[src/rtl/mantissa_normalizer.sv]
// Post-add normalizer: carry right-shift or leading-zero left-shift, then exponent adjust.
// Two-stage valid/ready pipeline. Define MANTISSA_NORMALIZER_DENORM_EN for gradual underflow; the default flushes to zero.
module mantissa_normalizer (
  input  logic        clk,
  input  logic        rst_n,
  input  logic        in_valid,
  output logic        in_ready,
  input  logic        in_sign,
  input  logic [7:0]  in_exp,
  input  logic [24:0] in_mant,
  output logic        out_valid,
  input  logic        out_ready,
  output logic        out_sign,
  output logic [7:0]  out_exp,
  output logic [23:0] out_mant,
  output logic        out_inexact,
  output logic        out_ovf,
  output logic        out_unf,
  output logic        out_zero
);

  localparam int unsigned IN_W  = 25;
  localparam int unsigned OUT_W = 24;
  localparam int unsigned EXP_W = 8;
  localparam int unsigned LZ_W  = 5;

  logic               s1_valid;
  logic               s1_sign;
  logic               s1_carry;
  logic [EXP_W-1:0]   s1_exp;
  logic [IN_W-1:0]    s1_mant;
  logic [LZ_W-1:0]    s1_lz;

  logic               s1_adv_c;
  logic               s2_adv_c;
  logic [LZ_W-1:0]    lz_c;

  logic [EXP_W-1:0]   exp_c;
  logic [OUT_W-1:0]   mant_c;
  logic               inexact_c;
  logic               ovf_c;
  logic               unf_c;
  logic               zero_c;
  logic [EXP_W:0]     exp_inc_c;
`ifdef MANTISSA_NORMALIZER_DENORM_EN
  logic [LZ_W-1:0]    shift_c;
`endif

  assign s2_adv_c = !out_valid || out_ready;
  assign s1_adv_c = !s1_valid || s2_adv_c;
  assign in_ready = !s1_valid || !out_valid || out_ready;

  // Leading-zero count of in_mant[23:0]; highest set bit wins, 24 when all zero.
  always_comb begin
    lz_c = LZ_W'(24);
    for (int i = 0; i < 24; i++) begin
      if (in_mant[i]) lz_c = LZ_W'(23 - i);
    end
  end

  // Stage 1: capture operands with leading-zero count and carry flag.
  always_ff @(posedge clk or negedge rst_n) begin
    if (!rst_n) begin
      s1_valid <= 1'b0;
      s1_sign  <= 1'b0;
      s1_carry <= 1'b0;
      s1_exp   <= '0;
      s1_mant  <= '0;
      s1_lz    <= '0;
    end else if (s1_adv_c) begin
      s1_valid <= in_valid;
      if (in_valid) begin
        s1_sign  <= in_sign;
        s1_carry <= in_mant[24];
        s1_exp   <= in_exp;
        s1_mant  <= in_mant;
        s1_lz    <= lz_c;
      end
    end
  end

  // Stage 2 combinational: shift, exponent arithmetic and flag selection.
  always_comb begin
    exp_c     = '0;
    mant_c    = '0;
    inexact_c = 1'b0;
    ovf_c     = 1'b0;
    unf_c     = 1'b0;
    zero_c    = 1'b0;
    exp_inc_c = {1'b0, s1_exp} + 9'd1;
`ifdef MANTISSA_NORMALIZER_DENORM_EN
    shift_c   = '0;
`endif
    if (s1_carry) begin
      inexact_c = s1_mant[0];
      if (exp_inc_c >= 9'd255) begin
        exp_c = 8'hFF;
        ovf_c = 1'b1;
      end else begin
        exp_c  = exp_inc_c[EXP_W-1:0];
        mant_c = s1_mant[IN_W-1:1];
      end
    end else if (s1_mant[OUT_W-1:0] == '0) begin
      zero_c = 1'b1;
    end else if ({1'b0, s1_exp} > {4'b0, s1_lz}) begin
      mant_c = s1_mant[OUT_W-1:0] << s1_lz;
      exp_c  = s1_exp - {3'b0, s1_lz};
    end else begin
`ifdef MANTISSA_NORMALIZER_DENORM_EN
      // Shift only as far as exponent 1 allows; the result is stored with exponent 0.
      if (s1_exp != '0) shift_c = LZ_W'(s1_exp - 8'd1);
      mant_c = s1_mant[OUT_W-1:0] << shift_c;
      if (s1_exp == '0 && s1_mant[23]) begin
        exp_c = 8'd1;
      end else begin
        unf_c = 1'b1;
      end
`else
      unf_c = 1'b1;
`endif
    end
  end

  // Stage 2 registers: all outputs, held while stalled.
  always_ff @(posedge clk or negedge rst_n) begin
    if (!rst_n) begin
      out_valid   <= 1'b0;
      out_sign    <= 1'b0;
      out_exp     <= '0;
      out_mant    <= '0;
      out_inexact <= 1'b0;
      out_ovf     <= 1'b0;
      out_unf     <= 1'b0;
      out_zero    <= 1'b0;
    end else if (s2_adv_c) begin
      out_valid <= s1_valid;
      if (s1_valid) begin
        out_sign    <= s1_sign;
        out_exp     <= exp_c;
        out_mant    <= mant_c;
        out_inexact <= inexact_c;
        out_ovf     <= ovf_c;
        out_unf     <= unf_c;
        out_zero    <= zero_c;
      end
    end
  end

endmodule

[config.mk]
export PLATFORM = sky130hd
export DESIGN_NAME = mantissa_normalizer
export DESIGN_NICKNAME = d
export VERILOG_FILES = /design/src/rtl/mantissa_normalizer.sv
export SDC_FILE = /design/constraint.sdc
export NUM_CORES = 1
export LEC_CHECK = 0
export CORE_ASPECT_RATIO = 0.5
export CORE_MARGIN = 1.5
export CORE_UTILIZATION = 45
export CTS_CLUSTER_DIAMETER = 60
export DETAILED_ROUTE_END_ITERATION = 7
export DONT_BUFFER_PORTS = 1
export PLACE_DENSITY = 0.6
export SLEW_MARGIN = 30
export SYNTH_ARGS = -nofsm -noshare
export SYNTH_HDL_FRONTEND = slang
export SYNTH_SLANG_ARGS = --single-unit
export TNS_END_PERCENT = 20
[constraint.sdc]
create_clock -name clk -period 5 [get_ports clk]
set_input_delay 1.25 -clock clk [delete_from_list [all_inputs] [get_ports clk]]
set_output_delay 1.25 -clock clk [all_outputs]
set_load 0.03 [all_outputs]
Yosys cells after proc, flatten, opt, wreduce, memory -nomap -nowiden
Cells that the tools add are included.
{"block": "word_totals", "wordCells": 68, "register_bits": 79, "out_inout_bits": 39, "in_bits": 38}
{"block": "op_classes", "muxes": 40, "reduce_logical": 9, "add_sub_neg": 2, "magnitude_cmp": 2, "n_shift": 1}
{"cell": "2-to-1 mux 5 bit", "count": 21}
{"cell": "2-to-1 mux 24 bit", "count": 4}
{"cell": "2-to-1 mux 8 bit", "count": 4}
{"cell": "zero test 24 bit", "count": 1}
{"cell": "<< shifter 24 x 5 -> 24 bit", "count": 1}
{"cell": "2-to-1 mux 4 bit", "count": 3}
{"cell": "adder 8 x 1 -> 9 bit (second input constant)", "count": 1}
{"cell": "greater-or-equal comparator 9 x 8 -> 1 bit (second input constant)", "count": 1}
{"cell": "greater-than comparator 8 x 5 -> 1 bit", "count": 1}
{"cell": "2-to-1 mux 1 bit", "count": 8}
{"cell": "subtractor 8 x 5 -> 8 bit", "count": 1}
{"cell": "logical OR 1 bit", "count": 4}
{"cell": "AND reduction 2 bit", "count": 2}
{"cell": "zero test 1 bit", "count": 2}

Logic depth before layout (Yosys ltp)
Gate-level depths: netlist of the first run.
{"block": "logic_depth", "word_depth": 24, "mapped_depth": 11, "ltp_nobuf": 10}

Least setup slack after synthesis of the first run
No wires, ideal clock.
{"block": "synth_timing", "kind": "input-to-output", "from": "in out_ready", "to": "out in_ready", "n_path_buf": 0, "arrival_time_ps": 1633, "stages": 1, "required_ps": 3750, "path_slack_ps": 2117, "path_cell_list": "nand3b_1"}
{"block": "synth_via", "elab_chain_len": 1}
{"element": "start, declared", "line_no": "12", "source": "input logic out_ready,"}
{"element": "logical OR 1 bit", "line_no": "51", "source": "assign in_ready = !s1_valid || !out_valid || out_ready;"}
{"element": "end, declared", "line_no": "7", "source": "output logic in_ready,"}
No other way between the ends.

Final worst setup path of the first run
{"block": "layout_timing", "from": "reg s1_lz[2]", "to": "reg out_mant[15]"}
{"block": "layout_via", "elab_chain_len": 4, "elab_cells_between_ends": 5, "classes_between": "order compare: 1; shift: 1; mux: 3"}
{"element": "start, declared", "line_no": "32", "source": "logic [LZ_W-1:0] s1_lz;"}
{"element": "start signal, assigned", "line_no": "77", "source": "s1_lz <= lz_c;"}
{"element": "greater-than comparator 8 x 5 -> 1 bit / << shifter 24 x 5 -> 24 bit (equally long branches)", "line_no": "105, 106"}
{"element": "2-to-1 mux 24 bit *", "line_no": "105", "source": "end else if ({1'b0, s1_exp} > {4'b0, s1_lz}) begin"}
{"element": "2-to-1 mux 24 bit *", "line_no": "103", "source": "end else if (s1_mant[OUT_W-1:0] == '0) begin"}
{"element": "2-to-1 mux 24 bit *", "line_no": "94", "source": "if (s1_carry) begin"}
{"element": "end signal, assigned", "line_no": "140", "source": "out_mant <= mant_c;"}
{"element": "end, declared", "line_no": "15", "source": "output logic [23:0] out_mant,"}
Every way passes the cells marked *; elsewhere a longest branch is shown, timed or not.
A chain may end at the register's enable or synchronous reset.

==> results of run 1 <==
-- path summary, 6_finish.rpt --
check / from / to / slack (ns)
worst min-delay path: s1_sign$_DFFE_PN0P_ / out_sign$_DFFE_PN0P_ / 0.46
worst min register to register: s1_sign$_DFFE_PN0P_ / out_sign$_DFFE_PN0P_ / 0.46
min in group asynchronous: rst_n / s1_mant[16]$_DFFE_PN0P_ / 0.60
worst max-delay path: s1_lz[2]$_DFFE_PN0P_ / out_mant[15]$_DFFE_PN0P_ / 1.82
worst max register to register: s1_lz[2]$_DFFE_PN0P_ / out_mant[15]$_DFFE_PN0P_ / 1.82
max in group asynchronous: rst_n / out_inexact$_DFFE_PN0P_ / 4.27
-- power groups by stage --
stage,clock (W),sequential (W),combinational (W)
floorplan,0,0.00104,0.000484
global route,0.000753,0.00112,0.000623
finish,0.000710,0.00110,0.000562
CTS,0.000723,0.00110,0.000560
detailed placement,0,0.00111,0.000556
global placement,0,0.00111,0.000554
-- kinds of logic (layout without fill, tap and decap cells) --
logic type                 after synthesis  in the layout
muxes                                   74             74
xor gates and xnor gates                 8              8
adders and majority gates                8              8
buffers and inverters                   39             30
DFF                                     78             78
and+or+nand+nor                        166            166
AOI/OAI and AO/OA                      132            132
-- per-layer routing --
metal	vias to the layer above	wire (um)	GRT usage, %
met5	-	0	0
met4	0	146	5.44
met3	13	1150	6.96
met2	150	5540	34.3
met1	1984	6440	37.2
li1	1871	-	-
-- Yosys cell counts (4+ instances only) --
master     n  share of area [%]
a211oi_1   6               0.92
a21oi_1   16                1.6
a221o_1    6                1.2
a22o_1     6                1.1
a22oi_1   15                2.3
a31oi_1    4               0.51
buf_2      8               0.81
clkbuf_1  10               0.76
dfrtp_1   78                 40
ha_1       7                1.8
inv_1      8               0.61
mux2_2    41                9.4
mux2i_1   27                5.5
mux4_2     4                1.8
nand2_1   72                5.5
nand2b_1   5               0.64
nand3_1   12                1.2
nor2_1    32                2.4
nor2b_1    5               0.64
nor3_1    10                1.0
nor4_1    13                1.7
o211ai_1  10                1.5
o21a_1     4               0.61
o21ai_0   30                3.1
xor2_1     5               0.89
-- worst min-delay path, cell delays in order (launching register included) --
cell	delay, ns
dfrtp_1	0.34
nand2_1	0.05
nand2_1	0.05
-- registers in the layout, indices dropped and copies added (netlist names) --
name	count
s1_lz	5
out_ovf	1
s1_exp	8
out_mant	24
s1_sign	1
out_unf	1
out_zero	1
s1_carry	1
out_exp	8
out_valid	1
s1_valid	1
out_inexact	1
s1_mant	24
out_sign	1
-- cell type report --
cell class / count / share of cell area, %
Tap cell: 140 / 3.31
Multi-Input combinational cell: 388 / 52.5
Clock buffer: 11 / 4.59
Timing Repair Buffer: 2 / 0.284
Inverter: 12 / 0.851
Clock inverter: 5 / 1.56
Sequential cell: 78 / 36.9
-- stage by stage --
step           power (W)  std cells  util, %  hold slack [ns]
6_report         0.00237        636     50.8            0.464
5_1_grt          0.00249        636     50.8            0.509
4_1_cts          0.00238        636     50.8            0.466
3_5_place_dp     0.00167        620     47.7            0.452
3_3_place_gp     0.00166        620     47.6            0.447
2_1_floorplan    0.00152        505        -            0.433
==> flow_summary_export.csv, run 1 <==
group,metric,value,unit
status,outcome,"finished clean",
worst_setup_path,worstPathBufferInverterCount,1,
worst_setup_path,critPathSlowestCell,"dfrtp_1",
cells_and_area,area_growth_syn_to_layout,7.53,%
clock_network,cts_made_buffers,9,
synthesis,netlist_area,4920,um2
timing,rsz0062_at_grt,"false",
cells_and_area,filler_cell_count,968,
timing,fin_ws,1.82,ns
synthesis,count_of_flip_flops_with_a_built_in_enable_after_synthesis,0,
pwr,leakage,2.19,nW
synthesis,synth-async-reset-ratio,100,%
floorplanning,rows,26,
worst_setup_path,timing.critical_path.slowest_cell_delay,0.57,ns
place,place.gp.congestion,0.922,
floorplanning,design.die.area,11600,um2
run,drv_cap,0,
clock_network,clk_lat_worst_skew,0.34,ns
clock_network,count_of_cells_resized_by_post_cts_repair,0,
pwr,clkPwrFrac,29.9,%
pwr,combPwrFrac,23.7,%
cells_and_area,layout_commonest_cell,"dfrtp_1",
worst_setup_path,r2r_cells,8,
global_routing,number_of_antenna_violations_at_the_first_check_in_global_routing,0,
pwr,worst_ir_drop_vdd,157,uV
worst_setup_path,cp_data_required_time,5.22,ns
synthesis,ys.warnings.count,0,
timing,fin_setup_tns,0,ns
timing,pin_slew_with_the_least_headroom_to_its_limit,0.934,ns
global_routing,via_count_of_the_first_global_routing_pass,3876,
routing,vias_per_cell,6.32,
place,port_buffers,0,
synthesis,adder_cell_fraction_of_synth_area,2.19,%
clock_network,htree_levels,3,
global_routing,grt_first_pass_wirelength,21800,um
routing,vias,4018,
global_routing,gr-usage-all-layers,24.6,%
clock_network,cts_setup_buffers,0,
synthesis,mappedNetlistNets,551,
pwr,netSwitchingPower,0.000897,W
synthesis,synth.area.mux_share,17.5,%
synthesis,postSynthAreaPerCell,9.74,um2
timing,final.period_utilization,63.5,%
cells_and_area,sequential_cell_area,1950,um2
cells_and_area,final_stage_net_count,537,
clock_network,clock_path_buffers,2,
synthesis,synth_cell_type_count,69,
clock_network,clkSlewWorstSetupHoldPaths,0.06,ns
cells_and_area,antenna-diode-count,0,
clock_network,cts_hold_repair.buffers,0,
routing,drtPass1Iterations,5,
worst_setup_path,cpLargestDelayFamily,"compound AO/OA/AOI/OAI gates",
synthesis,synth_flop_cell,"dfrtp_1",
pwr,powerDensity,448,nW/um2
clock_network,cts_tree,"yes",
synthesis,post_synth_xor_area_fraction,1.42,%
worst_setup_path,critical_path.cell_chain,"clkinv_1 -> ha_1 -> a211oi_1 -> o21ai_1 -> a211o_1 -> nand2_1 -> nor2_1 -> a221o_1",
timing,fmaxAchievable,0.315,GHz
cells_and_area,post_route_cells_drive_above_1_share,15.7,%
floorplanning,pin_count,77,
global_routing,grt_start_max_net_pins,79,
place,placedInstanceArea,4960,um2
worst_setup_path,worstSetupPathDepth,8,
timing,fin_skew,0.00724,ns
pwr,share_seq_of_total_power,46.4,%
worst_setup_path,end_kind,"register",
synthesis,largest_family_of_logic_cells_by_synthesized_area,"compound AO/OA/AOI/OAI gates",
floorplanning,chipWidth,151,um
routing,drt_drc_violations_left,0,
timing,slew_viol_final,0,
place,dp_worst_setup_slack,1.69,ns
synthesis,synth_sequential_area_ratio,39.7,%
timing,timing_hold_violations_final,0,
cells_and_area,most-common-layout-cells,"78 x dfrtp_1, 71 x nand2_1, 41 x mux2_2, 32 x nor2_1, 30 x o21ai_0",
clock_network,cts.sink_count,78,
global_routing,global_route.overflow_total,0,
cells_and_area,footprint_of_the_multi_input_gates,2780,um2
clock_network,root_buffer,"clkbuf_16",
worst_setup_path,worstSetupPathType,"reg2reg",
synthesis,seq_cells_post_synth,78,
worst_setup_path,crit_path_start_kind,"register",
min_path,hold_depth,2,
routing,routed_wirelength,13300,um
routing,route.antenna.remaining_nets,0,
routing,violation_count_after_the_first_detailed_route_iteration,284,
pwr,power.share.switching,37.8,%
synthesis,synthesis.instances,505,
worst_setup_path,crit_fanout,15,
place,post-dp-hpwl,9980,um
cells_and_area,design_area,5290,um2
floorplanning,initial_utilization,47.3,%
timing,report.final.setup_viol,0,
synthesis,simple_gate_fraction_of_synth_area,15.6,%
routing,route.detailed.wl_per_inst,20.9,um
timing,period_minus_slack,3.18,ns
worst_setup_path,critPathArrivalTime,3.40,ns
synthesis,synth_compound_area_share,19.5,%
floorplanning,fp.dieH,76.9,um
floorplanning,placeableCoreArea,10400,um2
pwr,cell_internal_pwr,0.00147,W
timing,max_slew_margin,37.7,%
min_path,min_path_type,"reg2reg",
No activity file was read; power rests on OpenSTA's default activity.
==> run 2, diff against run 1 <==
--- a/config.mk
+++ b/config.mk
@@ -11,7 +11,7 @@
 export CTS_CLUSTER_DIAMETER = 60
 export DETAILED_ROUTE_END_ITERATION = 7
 export DONT_BUFFER_PORTS = 1
-export PLACE_DENSITY = 0.6
+export PLACE_DENSITY = 0.62
 export SLEW_MARGIN = 30
 export SYNTH_ARGS = -nofsm -noshare
 export SYNTH_HDL_FRONTEND = slang
==> constraint.sdc (replaced) <==
create_clock -name clk -period 2.9 [get_ports clk]
set_input_delay 0.725 -clock clk [delete_from_list [all_inputs] [get_ports clk]]
set_output_delay 0.725 -clock clk [all_outputs]
set_load 0.03 [all_outputs]
==> run 2 against run 1 <==
Core utilization rose by 0.93 points. Critical endpoint is now out_exp[5]$_DFFE_PN0P_. Cell area up 1.8%. Maximum frequency rose by 19%.
==> flow_summary_export.csv, run 2 (same netlist as run 1, synthesis figures left out) <==
group,metric,value,unit
worst_setup_path,critPathArrivalTime,2.89,ns
cells_and_area,post_route_cells_drive_above_1_share,19.2,%
clock_network,cts_tree,"yes",
pwr,worst_ir_drop_vdd,244,uV
pwr,power.share.switching,40.0,%
cells_and_area,most-common-layout-cells,"78 x dfrtp_1, 70 x nand2_1, 41 x mux2_2, 32 x nor2_1, 30 x o21ai_0",
clock_network,cts_hold_repair.buffers,0,
worst_setup_path,crit_path_start_kind,"register",
pwr,combPwrFrac,25.9,%
pwr,powerDensity,742,nW/um2
timing,timing_hold_violations_final,0,
timing,fin_ws,0.233,ns
floorplanning,fp.dieH,76.9,um
pwr,cell_internal_pwr,0.00240,W
run,drv_cap,0,
place,port_buffers,0,
timing,fin_skew,0.00511,ns
routing,vias,4136,
pwr,leakage,2.25,nW
cells_and_area,antenna-diode-count,0,
clock_network,root_buffer,"clkbuf_16",
cells_and_area,final_stage_net_count,556,
clock_network,clock_path_buffers,2,
global_routing,via_count_of_the_first_global_routing_pass,3905,
routing,vias_per_cell,6.31,
routing,violation_count_after_the_first_detailed_route_iteration,362,
clock_network,clk_lat_worst_skew,0.34,ns
floorplanning,chipWidth,151,um
timing,period_minus_slack,2.67,ns
pwr,share_seq_of_total_power,47.4,%
global_routing,grt_start_max_net_pins,79,
cells_and_area,area_growth_syn_to_layout,9.48,%
min_path,min_path_type,"in2async",
floorplanning,placeableCoreArea,10400,um2
timing,slew_viol_final,0,
global_routing,grt_first_pass_wirelength,22500,um
worst_setup_path,cp_data_required_time,3.13,ns
timing,fmaxAchievable,0.375,GHz
timing,max_slew_margin,60.5,%
place,post-dp-hpwl,10800,um
routing,route.detailed.wl_per_inst,21.8,um
worst_setup_path,crit_fanout,9,
worst_setup_path,r2r-start,"s1_exp[0]$_DFFE_PN0P_",
worst_setup_path,end_kind,"register",
clock_network,cts_setup_buffers,0,
timing,pin_slew_with_the_least_headroom_to_its_limit,0.588,ns
floorplanning,design.die.area,11600,um2
clock_network,clkSlewWorstSetupHoldPaths,0.06,ns
routing,routed_wirelength,14300,um
clock_network,htree_levels,3,
place,dp_worst_setup_slack,0.236,ns
cells_and_area,layout_commonest_cell,"dfrtp_1",
pwr,clkPwrFrac,26.7,%
global_routing,global_route.overflow_total,0,
place,place.gp.congestion,0.953,
clock_network,cts.sink_count,78,
timing,fin_setup_tns,0,ns
routing,drtPass1Iterations,5,
worst_setup_path,worstSetupPathType,"reg2reg",
routing,route.antenna.remaining_nets,0,
floorplanning,pin_count,77,
clock_network,cts_made_buffers,9,
status,outcome,"finished clean",
global_routing,number_of_antenna_violations_at_the_first_check_in_global_routing,0,
floorplanning,rows,26,
routing,drt_drc_violations_left,0,
global_routing,gr-usage-all-layers,25.6,%
timing,rsz0062_at_grt,"false",
floorplanning,initial_utilization,47.3,%
timing,report.final.setup_viol,0,
pwr,netSwitchingPower,0.00160,W
worst_setup_path,cp-startpoint,"s1_exp[0]$_DFFE_PN0P_",
timing,final.period_utilization,92.0,%
cells_and_area,layout_top_registers,"out_mant (24), s1_mant (24)",
[run 2: cell types whose count changed in the layout (fill, tap and decap cells not counted), moves of 2 or more]
cell / delta
buf_4: +19
bufinv_16: -2
clkinvlp_4: +2
clkinv_4: -2
nand2_2: +2
[run 2: repair_timing]
item / in CTS / in global routing
setup endpoints to repair: 0 / 6
resized for setup: 0 / 3
endpoints found under the hold margin: 0 / 0
[run 2: critical path, stage by stage, from the launching register on]
cell and delay, ns:
dfrtp_1 0.47, inv_1 0.12, ha_1 0.18, inv_1 0.06
fa_1 0.42, a211oi_1 0.23, o21ai_1 0.17, a211o_1 0.38
o21ai_0 0.20, o21ai_0 0.19, o211a_1 0.15
[run 2: worst paths after layout]
| kind | slack [ns] | end | cells past startpoint |
|---|---|---|---|
| setup reg to reg | 0.23 | out_exp[5]$_DFFE_PN0P_ | 10 |
| max in group asynchronous | 2.70 | out_mant[1]$_DFFE_PN0P_ | 0 |
| min in group clk | 0.47 | out_sign$_DFFE_PN0P_ | 2 |
| hold reg to reg | 0.47 | out_sign$_DFFE_PN0P_ | 2 |
| hold / removal | 0.08 | s1_mant[19]$_DFFE_PN0P_ | 0 |
| setup / recovery | 0.23 | out_exp[5]$_DFFE_PN0P_ | 10 |
[run 2: final cells by class]
| cell class | count | area, um2 |
|---|---|---|
| clock buffer | 11 | 243 |
| clock inverter | 5 | 33.8 |
| fill | 1005 | 5020 |
| inverter | 12 | 45.0 |
| multi-input combinational | 388 | 2780 |
| sequential | 78 | 1950 |
| tap | 140 | 175 |
| timing repair buffer | 21 | 158 |
[run 2: power groups by stage]
stage / Combinational (W) / Sequential [W] / Clock, W
after floorplan: 0.000834 / 0.00179 / 0
after CTS: 0.00103 / 0.00189 / 0.00109
after detailed placement: 0.00102 / 0.00191 / 0
after global placement: 0.00102 / 0.00191 / 0
final: 0.00104 / 0.00190 / 0.00107
after global routing: 0.00114 / 0.00192 / 0.00114
[run 2: per-layer routing]
metal / vias up / share of wire [%] / track usage, %
met5: - / 0 / 0
met4: 0 / 0.98 / 5.92
met3: 16 / 8.9 / 7.62
met2: 177 / 42 / 35.5
met1: 2048 / 48 / 38.8
li1: 1895 / - / -
[run 2: per-stage QoR]
stage / utilization (%) / std cells / instance area, um2 / hold WS [ns] / total power, W
floorplan: - / 505 / 4920 / 0.429 / 0.00262
global placement: 49.0 / 639 / 5100 / 0.431 / 0.00292
detailed placement: 49.0 / 639 / 5100 / 0.431 / 0.00293
CTS: 51.6 / 655 / 5380 / 0.0660 / 0.00401
global route: 51.8 / 655 / 5390 / 0.0620 / 0.00420
finish: 51.8 / 655 / 5390 / 0.0772 / 0.00400
==> run 3, diff against run 2 <==
--- a/config.mk
+++ b/config.mk
@@ -7,11 +7,11 @@
 export LEC_CHECK = 0
 export CORE_ASPECT_RATIO = 0.5
 export CORE_MARGIN = 1.5
-export CORE_UTILIZATION = 45
+export CORE_UTILIZATION = 50
 export CTS_CLUSTER_DIAMETER = 60
 export DETAILED_ROUTE_END_ITERATION = 7
 export DONT_BUFFER_PORTS = 1
-export PLACE_DENSITY = 0.62
+export PLACE_DENSITY = 0.68
 export SLEW_MARGIN = 30
 export SYNTH_ARGS = -nofsm -noshare
 export SYNTH_HDL_FRONTEND = slang
==> run 3 against run 2 <==
Sequential power is essentially flat. Largest power group unchanged. Highest routed layer unchanged. Clock power grew 14%. Clock skew grew 0.0029 ns. Critical endpoint is now out_mant[10]$_DFFE_PN0P_. Setup slack lost 0.028 ns.
==> flow_summary_export.csv, run 3 (same netlist as run 1, synthesis figures left out) <==
group,metric,value,unit
worst_setup_path,crit_path_start_kind,"register",
floorplanning,initial_utilization,51.8,%
min_path,min_path_type,"in2async",
clock_network,htree_levels,3,
worst_setup_path,worstSetupPathType,"reg2reg",
timing,fmaxAchievable,0.371,GHz
pwr,powerDensity,763,nW/um2
routing,violation_count_after_the_first_detailed_route_iteration,354,
cells_and_area,layout_top_registers,"out_mant (24), s1_mant (24)",
routing,drt_drc_violations_left,0,
timing,max_slew_margin,56.7,%
cells_and_area,layout_commonest_cell,"dfrtp_1",
timing,period_minus_slack,2.69,ns
clock_network,cts.sink_count,78,
floorplanning,rows,25,
run,drv_cap,0,
timing,timing_hold_violations_final,0,
worst_setup_path,timing.reg2reg.setup_slack,0.21,ns
worst_setup_path,cpLargestDelayFamily,"compound AO/OA/AOI/OAI gates",
worst_setup_path,critical_path.cell_chain,"inv_1 -> ha_1 -> inv_1 -> fa_1 -> a211oi_1 -> o21ai_1 -> a211o_1 -> nand3_1 -> nor3_1 -> a221o_1",
clock_network,cts_setup_buffers,0,
timing,fin_skew,0.00806,ns
clock_network,clk_lat_worst_skew,0.35,ns
place,port_buffers,0,
worst_setup_path,critPathArrivalTime,2.92,ns
cells_and_area,most-common-layout-cells,"78 x dfrtp_1, 72 x nand2_1, 41 x mux2_2, 32 x nor2_1, 30 x o21ai_0",
cells_and_area,fin_util,56.8,%
status,outcome,"finished clean",
pwr,worst_ir_drop_vdd,322,uV
clock_network,cts_made_buffers,9,
worst_setup_path,cp_data_required_time,3.12,ns
clock_network,cts_tree,"yes",
floorplanning,design.die.area,10500,um2
cells_and_area,area_growth_syn_to_layout,9.74,%
clock_network,cts_hold_repair.buffers,0,
cells_and_area,post_route_cells_drive_above_1_share,17.5,%
routing,vias_per_cell,6.26,
clock_network,count_of_cells_resized_by_post_cts_repair,0,
floorplanning,pin_count,77,
clock_network,clock_path_buffers,2,
timing,slew_viol_final,0,
floorplanning,fp.dieH,73.2,um
routing,route.antenna.remaining_nets,0,
worst_setup_path,end_kind,"register",
place,post-dp-hpwl,10100,um
routing,routed_wirelength,13500,um
timing,pin_slew_with_the_least_headroom_to_its_limit,0.644,ns
timing,final.period_utilization,92.9,%
floorplanning,placeableCoreArea,9510,um2
cells_and_area,final_stage_net_count,552,
routing,vias,4035,
routing,route.detailed.wl_per_inst,21.0,um
place,place.gp.congestion,0.951,
timing,rsz0062_at_grt,"false",
timing,fin_setup_tns,0,ns
global_routing,via_count_of_the_first_global_routing_pass,3784,
clock_network,clkSlewWorstSetupHoldPaths,0.06,ns
timing,report.final.setup_viol,0,
clock_network,root_buffer,"clkbuf_16",
worst_setup_path,timing.critical_path.slowest_cell_delay,0.46,ns
pwr,leakage,2.26,nW
worst_setup_path,worstPathBufferInverterCount,2,
worst_setup_path,critPathSlowestCell,"dfrtp_1",
global_routing,number_of_antenna_violations_at_the_first_check_in_global_routing,0,
worst_setup_path,path_common_cell,"inv_1",
cells_and_area,antenna-diode-count,0,
global_routing,global_route.overflow_total,0,
worst_setup_path,crit_fanout,9,
routing,drtPass1Iterations,5,
floorplanning,chipWidth,143,um
global_routing,gr-usage-all-layers,27.0,%
global_routing,grt_first_pass_wirelength,21000,um
global_routing,grt_start_max_net_pins,79,
-- run 3: cell types whose count changed in the layout (fill, tap and decap cells not counted), moves of 2 or more --
cell,change
nand2_1,+2
bufinv_16,+2
nand2_2,-2
buf_12,+2
clkinv_2,-2
buf_4,-6
clkinvlp_4,-2
-- run 3: final timing paths --
kind | end | cells past startpoint | from
min in group clk | out_sign$_DFFE_PN0P_ | 2 | s1_sign$_DFFE_PN0P_
max in group asynchronous | s1_exp[6]$_DFFE_PN0P_ | 0 | rst_n
min | s1_mant[21]$_DFFE_PN0P_ | 0 | rst_n
min reg2reg | out_sign$_DFFE_PN0P_ | 2 | s1_sign$_DFFE_PN0P_
max reg2reg | out_mant[10]$_DFFE_PN0P_ | 10 | s1_exp[0]$_DFFE_PN0P_
max | out_mant[10]$_DFFE_PN0P_ | 10 | s1_exp[0]$_DFFE_PN0P_
-- run 3: area by class of cell --
cell class                 count  area (um2)
fill                         852        4110
multi-input combinational    388        2770
sequential                    78        1950
clock buffer                  12         246
tap                          135         169
timing repair buffer          17         153
clock inverter                 3        68.8
inverter                      12        45.0
-- run 3: power by group --
group | total [W] | switching, W | internal (W)
registers | 0.00189 | 0.000583 | 0.00131
logic | 0.00101 | 0.000533 | 0.000478
clock network | 0.00122 | 0.000443 | 0.000775
-- run 3: worst register-to-register path, cell delays in order, from the launching register on --
cell and delay (ns):
dfrtp_1 0.46, inv_1 0.11, ha_1 0.18, inv_1 0.06, fa_1 0.41, a211oi_1 0.24, o21ai_1 0.16, a211o_1 0.35
nand3_1 0.23, nor3_1 0.09, a221o_1 0.27
-- run 3: routing by layer --
layer / track usage [%] / part of all wire, % / vias up
met4: 8.16 / 1.5 / 0
met1: 40.3 / 48 / 1963
met2: 38.3 / 42 / 162
li1: - / - / 1890
met3: 6.82 / 8.2 / 20
met5: 0 / 0 / -
-- run 3: stage by stage --
stage	setup slack [ns]	cell area, um2	instances	total power, W	hold WS, ns
final	0.205	5400	645	0.00412	0.0701
after global routing	0.0516	5400	645	0.00430	0.0579
after CTS	0.211	5400	645	0.00413	0.0616
after detailed placement	0.224	5080	630	0.00291	0.431
after global placement	0.354	5080	630	0.00289	0.431
after floorplan	0.359	4920	505	0.00262	0.429
